===== config.mk =====
export PLATFORM = sky130hd
export DESIGN_NAME = gpu_fill_engine
export DESIGN_NICKNAME = d
export VERILOG_FILES = /design/src/rtl/gpu_fill_engine.sv
export SDC_FILE = /design/constraint.sdc
export NUM_CORES = 1
export LEC_CHECK = 0
export CORE_ASPECT_RATIO = 0.8
export CORE_MARGIN = 5
export CORE_UTILIZATION = 37
export CTS_BUF_LIST = sky130_fd_sc_hd__clkbuf_4
export DETAILED_ROUTE_END_ITERATION = 12
export GPL_ROUTABILITY_DRIVEN = 0
export PLACE_DENSITY = 0.61
export SETUP_SLACK_MARGIN = 0.05
export SYNTH_ARGS = -nofsm -noshare
export SYNTH_HDL_FRONTEND = slang
export SYNTH_SLANG_ARGS = --single-unit
export TNS_END_PERCENT = 5

===== constraint.sdc =====
create_clock -name CLK -period 5.65 [get_ports CLK]
set_clock_uncertainty 0.05 [all_clocks]
set_input_delay 1.13 -clock CLK [delete_from_list [all_inputs] [get_ports CLK]]
set_output_delay 1.13 -clock CLK [all_outputs]
set_load 0.01 [all_outputs]

===== src/rtl/gpu_fill_engine.sv =====
// gpu_fill_engine: register-driven rectangle fill and buffer-swap sequencer feeding the framebuffer.
// Define GPU_FILL_CMD_QUEUE_EN to add a one-entry command queue that accepts a command while busy.
module gpu_fill_engine #(
  parameter int FB_WIDTH  = 64,
  parameter int FB_HEIGHT = 48,
  parameter int ADDR_W    = 12
) (
  input  logic              CLK,
  input  logic              RESET_N,
  input  logic              REG_WE,
  input  logic [2:0]        REG_ADDR,
  input  logic [7:0]        REG_DATA,
  output logic              BUSY,
  output logic              ERR,
  input  logic              FB_READY,
  output logic              FB_WE,
  output logic [ADDR_W-1:0] FB_ADDR,
  output logic [2:0]        FB_DATA,
  output logic              FB_SWAP
);
  localparam logic [1:0] S_IDLE = 2'd0, S_FILL = 2'd1, S_SWAP = 2'd2;
  localparam logic [7:0] C_FILL = 8'h01, C_CLEAR = 8'h02, C_SWAP = 8'h40, C_ERRCLR = 8'h80;
  localparam logic [8:0] WD = 9'(FB_WIDTH), HT = 9'(FB_HEIGHT);

  logic [1:0]        state_q, state_d;
  logic [7:0]        x_q, y_q, w_q, h_q;
  logic [2:0]        color_q;
  logic [8:0]        cx_q, cx_d, cy_q, cy_d, x0_q, x0_d, xe_q, xe_d, ye_q, ye_d;
  logic              fb_we_q, fb_we_d, fb_swap_q, fb_swap_d, err_q, err_d;
  logic [ADDR_W-1:0] fb_addr_q, fb_addr_d;
  logic [2:0]        fb_data_q, fb_data_d;

  logic       cmd_we, cmd_act, busy, row_end, last, done, err_set, st_go;
  logic [7:0] st_cmd, st_x, st_y, st_w, st_h;
  logic [2:0] st_col;
  logic       st_fill, st_clear, st_empty;
  logic [8:0] sx0, sy0, sxe_raw, sye_raw, nx, ny;

  function automatic logic [ADDR_W-1:0] pix(input logic [8:0] px, input logic [8:0] py);
    return ADDR_W'(32'(py) * 32'(FB_WIDTH) + 32'(px));
  endfunction

  assign cmd_we  = REG_WE && REG_ADDR == 3'd5;
  assign cmd_act = cmd_we && REG_DATA != C_ERRCLR;
  assign busy    = state_q != S_IDLE;
  assign row_end = cx_q == xe_q - 9'd1;
  assign last    = row_end && cy_q == ye_q - 9'd1;
  // An empty fill sits in FILL for one cycle with FB_WE low and completes there.
  assign done    = state_q == S_SWAP ? FB_READY
                 : state_q == S_FILL && (!fb_we_q || (FB_READY && last));

`ifdef GPU_FILL_CMD_QUEUE_EN
  logic       qv_q, q_push, q_pop;
  logic [7:0] qcmd_q, qx_q, qy_q, qw_q, qh_q;
  logic [2:0] qcol_q;
  // A command arriving on the completing cycle with an empty queue starts directly.
  assign q_pop   = done && qv_q;
  assign q_push  = busy && cmd_act && (qv_q ? done : !done);
  assign err_set = busy && cmd_act && qv_q && !done;
  assign st_go   = q_pop || (cmd_act && (!busy || done));
  assign st_cmd  = q_pop ? qcmd_q : REG_DATA;
  assign st_x    = q_pop ? qx_q : x_q;
  assign st_y    = q_pop ? qy_q : y_q;
  assign st_w    = q_pop ? qw_q : w_q;
  assign st_h    = q_pop ? qh_q : h_q;
  assign st_col  = q_pop ? qcol_q : color_q;
  always_ff @(posedge CLK or negedge RESET_N) begin
    if (!RESET_N) begin
      qv_q   <= 1'b0;
      qcmd_q <= '0;
      qx_q   <= '0;
      qy_q   <= '0;
      qw_q   <= '0;
      qh_q   <= '0;
      qcol_q <= '0;
    end else begin
      qv_q <= q_push ? 1'b1 : q_pop ? 1'b0 : qv_q;
      if (q_push) begin
        qcmd_q <= REG_DATA;
        qx_q   <= x_q;
        qy_q   <= y_q;
        qw_q   <= w_q;
        qh_q   <= h_q;
        qcol_q <= color_q;
      end
    end
  end
`else
  assign err_set = busy && cmd_act;
  assign st_go   = cmd_act && !busy;
  assign st_cmd  = REG_DATA;
  assign st_x    = x_q;
  assign st_y    = y_q;
  assign st_w    = w_q;
  assign st_h    = h_q;
  assign st_col  = color_q;
`endif

  assign st_fill  = st_cmd == C_FILL;
  assign st_clear = st_cmd == C_CLEAR;
  assign sx0      = st_clear ? 9'd0 : {1'b0, st_x};
  assign sy0      = st_clear ? 9'd0 : {1'b0, st_y};
  assign sxe_raw  = st_clear ? WD : {1'b0, st_x} + {1'b0, st_w};
  assign sye_raw  = st_clear ? HT : {1'b0, st_y} + {1'b0, st_h};
  assign st_empty = st_fill && (st_w == 8'd0 || st_h == 8'd0 || sx0 >= WD || sy0 >= HT);
  assign nx       = row_end ? x0_q : cx_q + 9'd1;
  assign ny       = row_end ? cy_q + 9'd1 : cy_q;

  always_comb begin
    state_d   = state_q;
    cx_d      = cx_q;
    cy_d      = cy_q;
    x0_d      = x0_q;
    xe_d      = xe_q;
    ye_d      = ye_q;
    fb_we_d   = fb_we_q;
    fb_swap_d = fb_swap_q;
    fb_addr_d = fb_addr_q;
    fb_data_d = fb_data_q;
    if (state_q == S_FILL && fb_we_q && FB_READY && !last) begin
      cx_d      = nx;
      cy_d      = ny;
      fb_addr_d = pix(nx, ny);
    end
    if (done) begin
      state_d   = S_IDLE;
      fb_we_d   = 1'b0;
      fb_swap_d = 1'b0;
    end
    if (st_go && (st_fill || st_clear)) begin
      state_d   = S_FILL;
      cx_d      = sx0;
      cy_d      = sy0;
      x0_d      = sx0;
      xe_d      = sxe_raw > WD ? WD : sxe_raw;
      ye_d      = sye_raw > HT ? HT : sye_raw;
      fb_we_d   = !st_empty;
      fb_addr_d = pix(sx0, sy0);
      fb_data_d = st_col;
    end else if (st_go && st_cmd == C_SWAP) begin
      state_d   = S_SWAP;
      fb_swap_d = 1'b1;
    end
    err_d = cmd_we && REG_DATA == C_ERRCLR ? 1'b0 : err_q | err_set;
  end

  always_ff @(posedge CLK or negedge RESET_N) begin
    if (!RESET_N) begin
      x_q       <= '0;
      y_q       <= '0;
      w_q       <= '0;
      h_q       <= '0;
      color_q   <= '0;
      state_q   <= S_IDLE;
      cx_q      <= '0;
      cy_q      <= '0;
      x0_q      <= '0;
      xe_q      <= '0;
      ye_q      <= '0;
      fb_we_q   <= 1'b0;
      fb_swap_q <= 1'b0;
      fb_addr_q <= '0;
      fb_data_q <= '0;
      err_q     <= 1'b0;
    end else begin
      if (REG_WE && REG_ADDR == 3'd0) x_q <= REG_DATA;
      if (REG_WE && REG_ADDR == 3'd1) y_q <= REG_DATA;
      if (REG_WE && REG_ADDR == 3'd2) w_q <= REG_DATA;
      if (REG_WE && REG_ADDR == 3'd3) h_q <= REG_DATA;
      if (REG_WE && REG_ADDR == 3'd4) color_q <= REG_DATA[2:0];
      state_q   <= state_d;
      cx_q      <= cx_d;
      cy_q      <= cy_d;
      x0_q      <= x0_d;
      xe_q      <= xe_d;
      ye_q      <= ye_d;
      fb_we_q   <= fb_we_d;
      fb_swap_q <= fb_swap_d;
      fb_addr_q <= fb_addr_d;
      fb_data_q <= fb_data_d;
      err_q     <= err_d;
    end
  end

  assign BUSY    = busy;
  assign ERR     = err_q;
  assign FB_WE   = fb_we_q;
  assign FB_SWAP = fb_swap_q;
  assign FB_ADDR = fb_addr_q;
  assign FB_DATA = fb_data_q;
endmodule


==> results.toml <==
[die]
core_um2 = 15600
start_util_pct = 37.18
die_h_um = 122.0
core.rowCount = 41
fp.dieW_um = 150.0
ios = 34
die_area_um2 = 18290

[sta]
relSlewSlack_pct = 13.88
hold_viol = 0
slew_violations = 0
fmax_mhz = 221.0
tightest_slew_ns = 1.289
setup_violations = 0
period_minus_slack_ns = 4.524
finalCritPeriodShare_pct = 80.07
finalSetupTns_ns = 0
rsz0062_at_grt = "no"

[synthesis]
syn_inst = 600
synth_edf_count = 0
ys_ff_latch = 93
ys_seq_area_share_pct = 40.14
ys_warn_count = 0
async_flop_share_pct = 100.0
syn_area_um2 = 5798
synth_ff_type = "dfrtp_1"
avgSynthCellArea_um2 = 9.663
synth_nets = 644
yosysUniqueCellTypes = 71

[hold_path]
min_from = "x0_q[3]"
hold_end = "x0_q[3]"
hold_path_class = "reg -> reg"
timing.hold.worst_path_depth = 2

[clocking]
tritoncts = "done"
htree_levels = 3
cts_root_buf = "clkbuf_4"
clkSinkCount = 93
cts_made_buffers = 9
insertion_delay_ns = 0.49
cts_buffer_depth = 2
path_clk_slew_ns = 0.17
cts_hold_buffers = 0
cts_setup_buffers = 0
cts_resized = 0

[critical_path]
crit_buf_inv = 1
slowest_stage = "nor2_1"
crit_family = "compound AO/OA/AOI/OAI gates"
r2r_start = "xe_q[0]"
reg2reg_slack_ns = 1.13
required_ns = 5.99
arrival_ns = 4.87
timing.rr.end = "FB_ADDR[10]"
max_stage_delay_ns = 0.49
critPathLaunchType = "register"
reg2regPathDepth = 16
crit_type = "reg -> reg"
cp-end-kind = "register"
crit_fanout = 7
worstPathCellList = "inv_1 -> ha_1 -> nand2b_1 -> or3_1 -> a21oi_1 -> o211ai_1 -> nor2_1 -> mux2_2 -> fa_1 -> a21o_1 -> nand2_1 -> o21ai_0 -> a2111oi_0 -> o21ai_0 -> a21oi_1 -> nor3_1"

[detailed_routing]
avgViaCountPerCell = 5.615
ant_nets = 0
wl_per_cell_um = 18.15
wl_um = 15320
num_vias = 4739
drc = 0
drt_iter0_drc = 373
firstDrtPassIters = 5

[cells_and_area]
mostFrequentLayoutCell = "dfrtp_1"
synthToLayoutAreaGrowth_pct = 12.04
drive_above_1_share_pct = 11.76
finish.utilization_pct = 41.66
antenna_cells = 0
final_cell_mix = "dfrtp_1, nand2_1, mux2_2, nor2_1"
fin_nets = 668

[grt]
grt_start_max_net_pins = 54
grt_overflow = 0
groute.usage.overall_pct = 17.46
grt_pass1_wl_um = 25250
grt_pass1_vias = 4658
antenna_found_initial = 0

[placed_design]
place.port_buffers = 33
dpl.hpwl_um = 11460

[power]
switching_share_pct = 33.30
p_seq_share_pct = 48.0
cellPowerDensity_nw_per_um2 = 259.7
combPwrFrac_pct = 25.6
pwr-share-clk_pct = 26.4
leakagePower_uw = 0.002843
p_sw_uw = 561.8
internal_power_uw = 1125
ir_drop_uv = 217.8

[status]
status = "completed"

[run]
maxCapViolations = 0
area by class of cell:
class	instances	area, um^2
clock buffer	9	67.56
clock inverter	7	102.6
fill	1537	9099
inverter	21	78.83
multi-input combinational	458	3263
sequential	93	2327
tap	215	269.0
timing repair buffer	41	387.9
worst max-delay path by stage:
stage,startpoint,slack [ns],depth (start not counted),to
global route,xe_q[2],0.74,13,FB_ADDR[10]
CTS,xe_q[0],1.20,16,FB_ADDR[10]
floorplan,REG_DATA[3],1.66,14,FB_ADDR[11]
global placement,REG_DATA[2],1.07,12,FB_ADDR[10]
finish,xe_q[0],1.13,16,FB_ADDR[10]
detailed placement,REG_DATA[3],1.0,12,FB_ADDR[10]
synth_stat cells (3+ instances only):
cell type / number / area (um^2)
inv_1: 21 / 78.83
mux2_2: 37 / 416.7
a21boi_0: 3 / 22.52
and3_1: 7 / 43.79
xnor2_1: 29 / 254.0
nor3b_1: 4 / 30.03
clkbuf_1: 20 / 75.07
a21oi_1: 29 / 145.1
a221o_1: 3 / 30.03
nand3b_1: 4 / 30.03
nand3_1: 19 / 95.09
mux2i_1: 4 / 40.04
fa_1: 4 / 80.08
a21o_1: 8 / 60.06
nor4_1: 10 / 62.56
nor2b_1: 6 / 37.54
dfrtp_1: 93 / 2327
nand2_1: 60 / 225.2
a31oi_1: 6 / 37.54
buf_4: 6 / 45.04
nor3_1: 16 / 80.08
nor2_1: 33 / 123.9
o21ai_0: 32 / 160.2
o21bai_1: 4 / 30.03
or4_1: 4 / 30.03
o211ai_1: 6 / 45.04
nand4_1: 3 / 18.77
a22o_1: 12 / 105.1
nand2b_1: 3 / 18.77
and2_1: 10 / 62.56
ha_1: 25 / 312.8
xor2_1: 16 / 140.1
or3_1: 10 / 62.56
nand4b_1: 4 / 35.03
metrics by stage:
step | std cells | hold slack (ns) | cell area (um^2) | total power (uW) | setup slack [ns]
2_1_floorplan | 600 | 0.3920 | 5798 | 1117 | 1.659
6_report | 844 | 0.4451 | 6496 | 1687 | 1.126
3_5_place_dp | 828 | 0.4171 | 6326 | 1254 | 0.9990
3_3_place_gp | 828 | 0.4068 | 6326 | 1235 | 1.066
5_1_grt | 844 | 0.4816 | 6496 | 1788 | 0.7441
4_1_cts | 844 | 0.4516 | 6496 | 1701 | 1.201
worst reg2reg max path: cells and delay by family, from the launching register on:
| family | cells | cell delay [ns] |
|---|---|---|
| and+or+nand+nor | 5 | 1.13 |
| DFF | 1 | 0.45 |
| muxes | 1 | 0.44 |
| AOI/OAI and AO/OA | 7 | 1.57 |
| adders and majority gates | 2 | 0.70 |
| buffers and inverters | 1 | 0.10 |
kinds of logic (layout without fill, tap and decap cells):
family / Yosys count / in the layout / synth area share (%)
compound gates: 134 / 134 / 15.49
simple gates: 209 / 209 / 19.34
mux: 41 / 41 / 7.877
buf+inv: 49 / 78 / 3.582
fa+ha+maj: 29 / 29 / 6.776
flops: 93 / 93 / 40.14
xor+xnor: 45 / 45 / 6.797
power groups by stage:
stage | clock [uW] | sequential [uW] | combinational, uW
4_1_cts | 457 | 809 | 435
6_report | 446 | 810 | 432
5_1_grt | 483 | 819 | 485
2_1_floorplan | 0 | 787 | 329
3_3_place_gp | 0 | 820 | 415
3_5_place_dp | 0 | 823 | 432
layer usage:
metal,routed length (um),vias up,track usage [%]
li1,-,2226,-
met1,7279,2336,24.91
met2,6889,154,26.55
met3,884,23,4.500
met4,262,0,4.343
met5,0,-,0
state kept, by name, summed over array words and instances (netlist names):
name	flops
FB_SWAP	1
h_q	8
xe_q	9
x0_q	8
FB_ADDR	6
FB_DATA	3
state_q	2
ERR	1
cx_q	9
st_w	8
cy_q	9
st_y	8
ye_q	9
st_x	8
color_q	3
FB_WE	1
Power figures use the tool's default switching activity.
